===== src/rtl/change_event_pkg.sv =====
// Shared types and default sizes for the change event logger.
//   ev_rec_t      : one event record {a_chg, b_chg, a_val, b_val}
//   DEFAULT_DEPTH : default event FIFO depth
//   DEFAULT_CNT_W : default width of the per-signal change counters
package change_event_pkg;

    localparam int DEFAULT_DEPTH = 4;
    localparam int DEFAULT_CNT_W = 8;

    typedef struct packed {
        logic a_chg;
        logic b_chg;
        logic a_val;
        logic b_val;
    } ev_rec_t;

endpackage


===== src/rtl/change_event_logger_fifo.sv =====
// event_fifo: synchronous FIFO for event records, with no bypass path.
// Ports:
//   clk, rst_n  : clock, asynchronous active-low reset
//   push_i      : write request, wr_data_i is the record to store
//   pop_i       : read request, honoured only when not empty
//   rd_data_o   : head record, forced to zero while empty
//   valid_o     : FIFO not empty
//   drop_o      : push rejected this cycle (full and no pop)
module event_fifo
    import change_event_pkg::*;
#(
    parameter int  DEPTH = DEFAULT_DEPTH,
    parameter type rec_t = ev_rec_t
) (
    input  logic clk,
    input  logic rst_n,
    input  logic push_i,
    input  rec_t wr_data_i,
    input  logic pop_i,
    output rec_t rd_data_o,
    output logic valid_o,
    output logic drop_o
);

    localparam int AW = $clog2(DEPTH);
    localparam logic [AW:0] PTR_ONE = {{AW{1'b0}}, 1'b1};

    // Pointers carry one extra MSB so full and empty can be told apart
    // when the index bits are equal.
    logic [AW:0] wr_ptr_q, wr_ptr_d;
    logic [AW:0] rd_ptr_q, rd_ptr_d;
    rec_t        mem_q [DEPTH];

    logic empty;
    logic full;
    logic do_push;
    logic do_pop;

    assign empty = (wr_ptr_q == rd_ptr_q);
    assign full  = (wr_ptr_q[AW] != rd_ptr_q[AW]) &&
                   (wr_ptr_q[AW-1:0] == rd_ptr_q[AW-1:0]);

    assign do_pop  = pop_i && !empty;
    // A pop frees the slot in the same cycle, so push and pop both succeed
    // when full.
    assign do_push = push_i && (!full || do_pop);
    assign drop_o  = push_i && full && !do_pop;

    always_comb begin
        wr_ptr_d = wr_ptr_q;
        rd_ptr_d = rd_ptr_q;
        if (do_push) begin
            wr_ptr_d = wr_ptr_q + PTR_ONE;
        end
        if (do_pop) begin
            rd_ptr_d = rd_ptr_q + PTR_ONE;
        end
    end

    always_ff @(posedge clk or negedge rst_n) begin
        if (!rst_n) begin
            wr_ptr_q <= '0;
            rd_ptr_q <= '0;
        end else begin
            wr_ptr_q <= wr_ptr_d;
            rd_ptr_q <= rd_ptr_d;
        end
    end

    always_ff @(posedge clk) begin
        if (do_push) begin
            mem_q[wr_ptr_q[AW-1:0]] <= wr_data_i;
        end
    end

    assign valid_o   = !empty;
    assign rd_data_o = empty ? rec_t'('0) : mem_q[rd_ptr_q[AW-1:0]];

endmodule


===== src/rtl/change_event_logger.sv =====
// change_event_logger: samples two signals every clock, queues a record for
// each cycle in which either changed, and counts changes per signal.
// Ports:
//   clk, rst_n   : clock, asynchronous active-low reset
//   a, b         : monitored signals
//   clr          : synchronous clear of counters and overflow flag
//   ev_valid     : record available on ev_data
//   ev_ready     : consumer accepts the record (pop on valid & ready)
//   ev_data      : {a_chg, b_chg, a_val, b_val}
//   a_cnt, b_cnt : saturating change counters
//   overflow     : sticky, a record was dropped because the FIFO was full
module change_event_logger
    import change_event_pkg::*;
#(
    parameter int DEPTH = DEFAULT_DEPTH,
    parameter int CNT_W = DEFAULT_CNT_W
) (
    input  logic             clk,
    input  logic             rst_n,
    input  logic             a,
    input  logic             b,
    input  logic             clr,
    output logic             ev_valid,
    input  logic             ev_ready,
    output logic [3:0]       ev_data,
    output logic [CNT_W-1:0] a_cnt,
    output logic [CNT_W-1:0] b_cnt,
    output logic             overflow
);

    localparam logic [CNT_W-1:0] CNT_ONE = {{(CNT_W-1){1'b0}}, 1'b1};

    logic             a_q, b_q;
    logic             a_chg, b_chg;
    logic [CNT_W-1:0] a_cnt_q, a_cnt_d;
    logic [CNT_W-1:0] b_cnt_q, b_cnt_d;
    logic             overflow_q, overflow_d;
    logic             push;
    logic             drop;
    ev_rec_t          rec_in;
    ev_rec_t          rec_out;

    assign a_chg = a ^ a_q;
    assign b_chg = b ^ b_q;
    assign push  = a_chg | b_chg;

    always_comb begin
        rec_in       = '0;
        rec_in.a_chg = a_chg;
        rec_in.b_chg = b_chg;
        rec_in.a_val = a;
        rec_in.b_val = b;
    end

    // clr takes priority over a coincident change; the record is still queued.
    always_comb begin
        a_cnt_d    = a_cnt_q;
        b_cnt_d    = b_cnt_q;
        overflow_d = overflow_q | drop;
        if (clr) begin
            a_cnt_d    = '0;
            b_cnt_d    = '0;
            overflow_d = 1'b0;
        end else begin
            if (a_chg && (a_cnt_q != '1)) begin
                a_cnt_d = a_cnt_q + CNT_ONE;
            end
            if (b_chg && (b_cnt_q != '1)) begin
                b_cnt_d = b_cnt_q + CNT_ONE;
            end
        end
    end

    always_ff @(posedge clk or negedge rst_n) begin
        if (!rst_n) begin
            a_q        <= 1'b0;
            b_q        <= 1'b0;
            a_cnt_q    <= '0;
            b_cnt_q    <= '0;
            overflow_q <= 1'b0;
        end else begin
            a_q        <= a;
            b_q        <= b;
            a_cnt_q    <= a_cnt_d;
            b_cnt_q    <= b_cnt_d;
            overflow_q <= overflow_d;
        end
    end

    event_fifo #(
        .DEPTH (DEPTH),
        .rec_t (ev_rec_t)
    ) u_fifo (
        .clk       (clk),
        .rst_n     (rst_n),
        .push_i    (push),
        .wr_data_i (rec_in),
        .pop_i     (ev_ready),
        .rd_data_o (rec_out),
        .valid_o   (ev_valid),
        .drop_o    (drop)
    );

    assign ev_data  = rec_out;
    assign a_cnt    = a_cnt_q;
    assign b_cnt    = b_cnt_q;
    assign overflow = overflow_q;

endmodule

===== config.mk =====
export PLATFORM = sky130hd
export DESIGN_NAME = change_event_logger
export DESIGN_NICKNAME = d
export VERILOG_FILES = /design/src/rtl/change_event_pkg.sv /design/src/rtl/change_event_logger_fifo.sv /design/src/rtl/change_event_logger.sv
export SDC_FILE = /design/constraint.sdc
export NUM_CORES = 1
export LEC_CHECK = 0
export ABC_AREA = 1
export CORE_UTILIZATION = 59
export DETAILED_ROUTE_END_ITERATION = 7
export PLACE_DENSITY = 0.84
export SETUP_SLACK_MARGIN = 0.4
export SLEW_MARGIN = 10
export SYNTH_ARGS = -nofsm -noshare
export SYNTH_HDL_FRONTEND = slang
export SYNTH_SLANG_ARGS = --single-unit
export TNS_END_PERCENT = 5

===== constraint.sdc =====
create_clock -name clk -period 2.3 [get_ports clk]
set_input_delay 0.69 -clock clk [delete_from_list [all_inputs] [get_ports clk]]
set_output_delay 0.69 -clock clk [all_outputs]
set_load 0.05 [all_outputs]

==> flow_metrics.env, run 1 <==
export IMPL_hold_class="flop to flop"
export IMPL_ys_seq_elements=41
export IMPL_worstPathRequired_ns=1.61
export IMPL_critPathMaxFanout=6
export IMPL_yosys_warnings=0
export IMPL_multi_input_area_um2=966
export IMPL_grt_max_degree=26
export IMPL_worstPathArrival_ns=1.59
export IMPL_cp_cell_sequence="clkinv_4 -> nand2_4 -> nand2_4 -> nor2_4 -> nand2_8 -> nand2_4 -> clkinvlp_4 -> buf_8"
export IMPL_worstHoldPathCells=2
export IMPL_via_per_inst=5.22
export IMPL_powerDensity_mw_per_mm2=1130
export IMPL_nFillCells=260
export IMPL_p_leak_nw=1.34
export IMPL_vias=1817
export IMPL_slew_headroom=0.673
export IMPL_cts_buffers=5
export IMPL_rsz0062_at_grt="true"
export IMPL_io_pins=28
export IMPL_drv_cap=0
export IMPL_htree_levels=2
export IMPL_initial_core_util=0.630
export IMPL_wirelength_um=4560
export IMPL_synthesis_area_mm2=0.00215
export IMPL_cts_sinks=41
export IMPL_syn_num_nets=264
export IMPL_report_final_setup_viol=0
export IMPL_core_area_mm2=0.00342
export IMPL_antenna_found_initial=0
export IMPL_area_delta_synth_final_pct=25.8
export IMPL_worst_pin_slew_ns=0.488
export IMPL_path_clk_slew_ns=0.12
export IMPL_cp_top_family="flip-flops"
export IMPL_wl_per_cell_um=13.1
export IMPL_die_area_mm2=0.00389
export IMPL_ys_seq_area_frac=0.514
export IMPL_die_h_um=62.4
export IMPL_hold_buffers=0
export IMPL_die_w_um=62.4
export IMPL_place_port_buffers=27
export IMPL_cp_slowest_cell="dfrtp_2"
export IMPL_fin_skew_ns=0.0128
export IMPL_gp_congestion=0.827
export IMPL_grt_ovfl_total=0
export IMPL_mostFrequentLayoutCells="nand2_1, nand3_1, inv_1, nor2_1, dfrtp_1"
export IMPL_crit_path_max_incr_delay_ns=0.46
export IMPL_cts_tree="done"
export IMPL_r2r_cells=8
export IMPL_grt_usage=0.261
export IMPL_final_core_util=0.793
export IMPL_syn_avg_cell_area_um2=8.57
export IMPL_dp_hpwl_um=3160
export IMPL_synth_cell_types=26
export IMPL_hold_viol=0
export IMPL_cp_start_kind="flop"
export IMPL_end_kind="output pin"
export IMPL_antennaDiodeCount=0
export IMPL_ff2ff_setup_slack_ns=0.63
export IMPL_min_delay_start="overflow$_DFF_PN0_"
export IMPL_route_detailed_drc=0
export IMPL_synthCells=251
export IMPL_grt_pass1_wl_um=7820
export IMPL_status="completed"
export IMPL_holdPathEnd="overflow$_DFF_PN0_"
export IMPL_max_freq_mhz=439
export IMPL_fin_hold_ws_ns=0.529
export IMPL_peakVddDrop_mv=0.438
export IMPL_drt_initial_drc_count=86
export IMPL_worst_path_buf_inv=3
export IMPL_slew_viol_final=0
export IMPL_finalSetupTns_ns=0
export IMPL_final_common_cell="nand2_1"
export IMPL_r2r_end="u_fifo.mem_q[0][3]$_DFFE_PP_"
export IMPL_crit_path_frequent_cell="nand2_4"
export IMPL_timing_rr_start="u_fifo.wr_ptr_q[0]$_DFFE_PN0P_"
export IMPL_ant_nets=0
export IMPL_power_mw=3.05
export IMPL_drt_pass1_iter_count=4
export IMPL_regArea_mm2=0.00111
export IMPL_final_setup_worst_slack_ns=0.0232
export IMPL_critPathKind="flop to output pin"
export IMPL_drive_above_1_share=0.199
export IMPL_core_rowCount=21
export IMPL_min_period_ns=2.28
export IMPL_clockBufferDepth=2
export IMPL_nNetsFinal=314
export IMPL_cts_root_buf="clkbuf_4"
export IMPL_clk_latency_ns=0.35
export IMPL_place_ws_ns=0.0902
export IMPL_period_share=0.990
export IMPL_grt_pass1_vias=1736
## synth_stat cells
cell type,instances,share of area
buf_2,2,0.0047
inv_2,2,0.0035
nand2_1,65,0.11
nand3b_1,1,0.0035
nand3_1,31,0.072
nor3_1,1,0.0023
nand3_2,1,0.0047
o21ai_1,1,0.0023
nor2_2,2,0.0058
clkbuf_1,1,0.0017
edfxtp_1,16,0.22
mux2i_1,1,0.0047
xnor2_1,1,0.0041
o22ai_1,4,0.012
a21oi_1,6,0.014
nor2_1,23,0.040
nor2_4,1,0.0052
dfrtp_1,25,0.29
ha_1,7,0.041
nand2_4,4,0.021
o211ai_1,1,0.0035
inv_1,28,0.049
o21ai_0,13,0.030
o21bai_1,1,0.0035
xor2_1,6,0.024
nand2_2,7,0.020
## sequential cells by signal, summed over array words and instances, names as in the netlist
signal and count:
a_q 1, b_q 1, u_fifo.wr_ptr_q 3, a_cnt 8, u_fifo.mem_q 16, overflow 1
u_fifo.rd_ptr_q 3, b_cnt 8
## routing by layer
layer  wire [µm]  global-route usage  share of wire  up-vias
li1            -                   -              -      917
met1        2040               0.320           0.45      859
met2        2330               0.470           0.51       35
met3         143              0.0547          0.031        6
met4          43              0.0610         0.0094        0
met5           0                   0              0        -
## per-stage QoR
| stage | std cells | instance area (µm²) |
|---|---|---|
| 2_1_floorplan | 251 | 2180 |
| 3_3_place_gp | 330 | 2550 |
| 3_5_place_dp | 330 | 2550 |
| 4_1_cts | 344 | 2650 |
| 5_1_grt | 348 | 2710 |
| 6_report | 348 | 2710 |
## how the worst max path moves through the flow
stage                     cells past startpoint                      endpoint                           start  slack [ns]
after floorplan                               7                    ev_data[0]  u_fifo.rd_ptr_q[0]$_DFFE_PN0P_        0.31
after global placement                        7  u_fifo.mem_q[1][0]$_DFFE_PP_                               b        0.17
after detailed placement                      7  u_fifo.mem_q[1][0]$_DFFE_PP_                               b        0.09
after CTS                                     8                    ev_data[0]  u_fifo.rd_ptr_q[0]$_DFFE_PN0P_        0.06
after global routing                          8                    ev_data[0]  u_fifo.rd_ptr_q[0]$_DFFE_PN0P_       -0.07
final                                         8                    ev_data[0]  u_fifo.rd_ptr_q[0]$_DFFE_PN0P_        0.02
## worst register-to-register path: stages, from the launching register on
cell and delay [ns]:
dfrtp_2 0.46, inv_2 0.11, nand2_2 0.08, nand2_4 0.08
nor2_4 0.05, buf_4 0.14, nand2_4 0.08, nand2_4 0.07
nor2_1 0.28
## where the power goes
part | leakage [nW] | switching [mW] | internal, mW
clock network | 0.0293 | 0.221 | 0.119
registers | 0.475 | 0.112 | 0.938
logic | 0.837 | 1.02 | 0.639
total | 1.34 | 1.35 | 1.70
## timing repair
item,CTS,global route
setup endpoints to repair,22,35
resized for setup,28,11
buffers inserted,6,4
pin swaps,2,4
## layout make-up
class / instances / share of cell area
clock buffers: 7 / 0.0166
clock inverters: 1 / 0.00185
inverters: 30 / 0.0448
multi-input cells: 177 / 0.357
flip-flops and latches: 41 / 0.410
well taps: 46 / 0.0213
repair buffers: 46 / 0.149
## cells by family (layout without fill, tap and decap cells)
| group | count (synthesis) | count (layout) | share of synthesized area |
|---|---|---|---|
| AND/OR/NAND/NOR | 136 | 136 | 0.288 |
| adder cells (fa/ha/maj) | 7 | 7 | 0.0407 |
| buffers and inverters | 33 | 84 | 0.0587 |
| AO/OA/AOI/OAI | 26 | 26 | 0.0651 |
| flip-flops | 41 | 41 | 0.514 |
| multiplexers | 1 | 1 | 0.00465 |
| XOR/XNOR | 7 | 7 | 0.0285 |
Note: power is estimated with default switching activity, not from simulation.
==> run 2, diff against run 1 <==
--- a/config.mk
+++ b/config.mk
@@ -6,9 +6,11 @@
 export NUM_CORES = 1
 export LEC_CHECK = 0
 export ABC_AREA = 1
-export CORE_UTILIZATION = 59
+export CORE_ASPECT_RATIO = 1.1
+export CORE_UTILIZATION = 55
+export CTS_CLUSTER_SIZE = 20
 export DETAILED_ROUTE_END_ITERATION = 7
-export PLACE_DENSITY = 0.84
+export PLACE_DENSITY = 0.8
 export SETUP_SLACK_MARGIN = 0.4
 export SLEW_MARGIN = 10
 export SYNTH_ARGS = -nofsm -noshare
==> constraint.sdc (replaced) <==
create_clock -name clk -period 2.4 [get_ports clk]
set_input_delay 0.72 -clock clk [delete_from_list [all_inputs] [get_ports clk]]
set_output_delay 0.72 -clock clk [all_outputs]
set_load 0.05 [all_outputs]
==> run 2 against run 1 <==
Net effect: critical path depth down 7; critical path type unchanged; non-clock buffer count up 2; clock skew down 0.0072 ns; clock power up 27%; highest routed layer unchanged.
==> flow_metrics.env, run 2 (same netlist as run 1, synthesis figures left out) <==
export IMPL_status="completed"
export IMPL_clockBufferDepth=2
export IMPL_finalSetupTns_ns=0
export IMPL_cp_start_kind="flop"
export IMPL_die_area_mm2=0.00417
export IMPL_grt_max_degree=26
export IMPL_period_share=0.941
export IMPL_worst_pin_slew_ns=0.496
export IMPL_grt_pass1_vias=1619
export IMPL_slew_headroom=0.669
export IMPL_critPathKind="flop to output pin"
export IMPL_dp_cells=333
export IMPL_area_delta_synth_final_pct=28.7
export IMPL_report_final_setup_viol=0
export IMPL_via_per_inst=5.19
export IMPL_core_area_mm2=0.00368
export IMPL_peakVddDrop_mv=0.404
export IMPL_cp_top_family="buffers and inverters"
export IMPL_die_w_um=61.6
export IMPL_max_freq_mhz=443
export IMPL_p_leak_nw=1.35
export IMPL_cts_buffers=5
export IMPL_htree_levels=2
export IMPL_rsz0062_at_grt="true"
export IMPL_path_clk_slew_ns=0.08
export IMPL_min_period_ns=2.26
export IMPL_ant_nets=0
export IMPL_largest_register_ffs=16
export IMPL_crit_path_max_incr_delay_ns=0.83
export IMPL_place_ws_ns=0.0460
export IMPL_grt_pass1_wl_um=7220
export IMPL_core_rowCount=23
export IMPL_vias=1839
export IMPL_place_port_buffers=27
export IMPL_drt_initial_drc_count=66
export IMPL_cp_cell_sequence="clkdlybuf4s50_1"
export IMPL_drive_above_1_share=0.211
export IMPL_final_setup_worst_slack_ns=0.141
export IMPL_drt_pass1_iter_count=4
export IMPL_worstPathRequired_ns=1.68
export IMPL_grt_ovfl_total=0
export IMPL_antennaDiodeCount=0
export IMPL_cts_root_buf="clkbuf_8"
export IMPL_grt_usage=0.246
export IMPL_mostFrequentLayoutCells="nand2_1, nand3_1, inv_1, dfrtp_1, nor2_1"
export IMPL_initial_core_util=0.584
export IMPL_cts_tree="done"
export IMPL_gp_congestion=0.830
export IMPL_worst_path_buf_inv=1
export IMPL_final_common_cell="nand2_1"
export IMPL_worstPathArrival_ns=1.54
export IMPL_slew_viol_final=0
export IMPL_route_detailed_drc=0
export IMPL_drv_cap=0
export IMPL_cts_sinks=41
export IMPL_end_kind="output pin"
export IMPL_io_pins=28
export IMPL_dp_hpwl_um=3240
export IMPL_hold_buffers=0
export IMPL_clk_latency_ns=0.29
export IMPL_nFillCells=280
export IMPL_hold_viol=0
export IMPL_powerDensity_mw_per_mm2=1110
export IMPL_cp_slowest_cell="clkdlybuf4s50_1"
export IMPL_instances_no_fill=354
export IMPL_fin_hold_ws_ns=0.521
export IMPL_fin_skew_ns=0.00556
export IMPL_antenna_found_initial=0
export IMPL_hold_class="flop to flop"
export IMPL_wl_per_cell_um=13.7
export IMPL_critPathMaxFanout=5
export IMPL_wirelength_um=4840
export IMPL_nNetsFinal=316
export IMPL_die_h_um=67.6
[run 2: layer usage]
metal  vias up  GRT usage  part of all wire
met5         -          0                 0
met4         0      0.117             0.013
met3         7     0.0402             0.038
met2        42      0.437              0.54
met1       869      0.284              0.41
li1        921          -                 -
[run 2: worst paths after layout]
check,slack [ns],start,depth (start not counted),endpoint
min in group asynchronous,0.78,rst_n,2,u_fifo.rd_ptr_q[1]$_DFFE_PN0P_
setup reg to reg,0.73,u_fifo.rd_ptr_q[1]$_DFFE_PN0P_,8,u_fifo.mem_q[0][1]$_DFFE_PP_
setup / recovery,0.14,b_cnt[3]$_DFFE_PN0P_,1,b_cnt[3]
hold / removal,0.52,overflow$_DFF_PN0_,2,overflow$_DFF_PN0_
max in group asynchronous,1.35,rst_n,2,u_fifo.rd_ptr_q[0]$_DFFE_PN0P_
hold reg to reg,0.52,overflow$_DFF_PN0_,2,overflow$_DFF_PN0_
[run 2: layout make-up]
type,count,area (µm²),area share
clock buffers,5,68.8,0.0248
clock inverters,3,12.5,0.00452
inverters,30,119,0.0429
multi-input cells,177,970,0.350
flip-flops and latches,41,1110,0.400
well taps,50,62.6,0.0226
repair buffers,48,429,0.155
[run 2: worst register-to-register path: stages (launching register included)]
cell and delay (ns):
dfrtp_2 0.45, inv_2 0.11, nand2_2 0.06, nand2_2 0.08
nor2_4 0.05, buf_4 0.14, nand2_4 0.07, nand2_4 0.07
nor2_1 0.30
[run 2: through the flow]
stage | util | total power, mW | area, µm²
final | 0.752 | 3.07 | 2770
after global routing | 0.752 | 3.25 | 2770
after CTS | 0.724 | 2.85 | 2670
after detailed placement | 0.691 | 2.31 | 2540
after global placement | 0.691 | 2.27 | 2540
after floorplan | - | 1.99 | 2180
[run 2: where the power goes]
part           leakage (nW)  total [mW]  internal (mW)  switching, mW
registers             0.476        1.01          0.898          0.112
clock network        0.0430       0.432          0.196          0.236
logic                 0.833        1.63          0.626           1.01
[run 2: what timing repair did]
| action | CTS | global route |
|---|---|---|
| gates resized for setup | 13 | 21 |
| setup endpoints to repair | 34 | 40 |
| pin swaps | 1 | 6 |
| gates cloned | 0 | 1 |
| endpoints found under the hold margin | 0 | 0 |
| setup buffers | 6 | 6 |
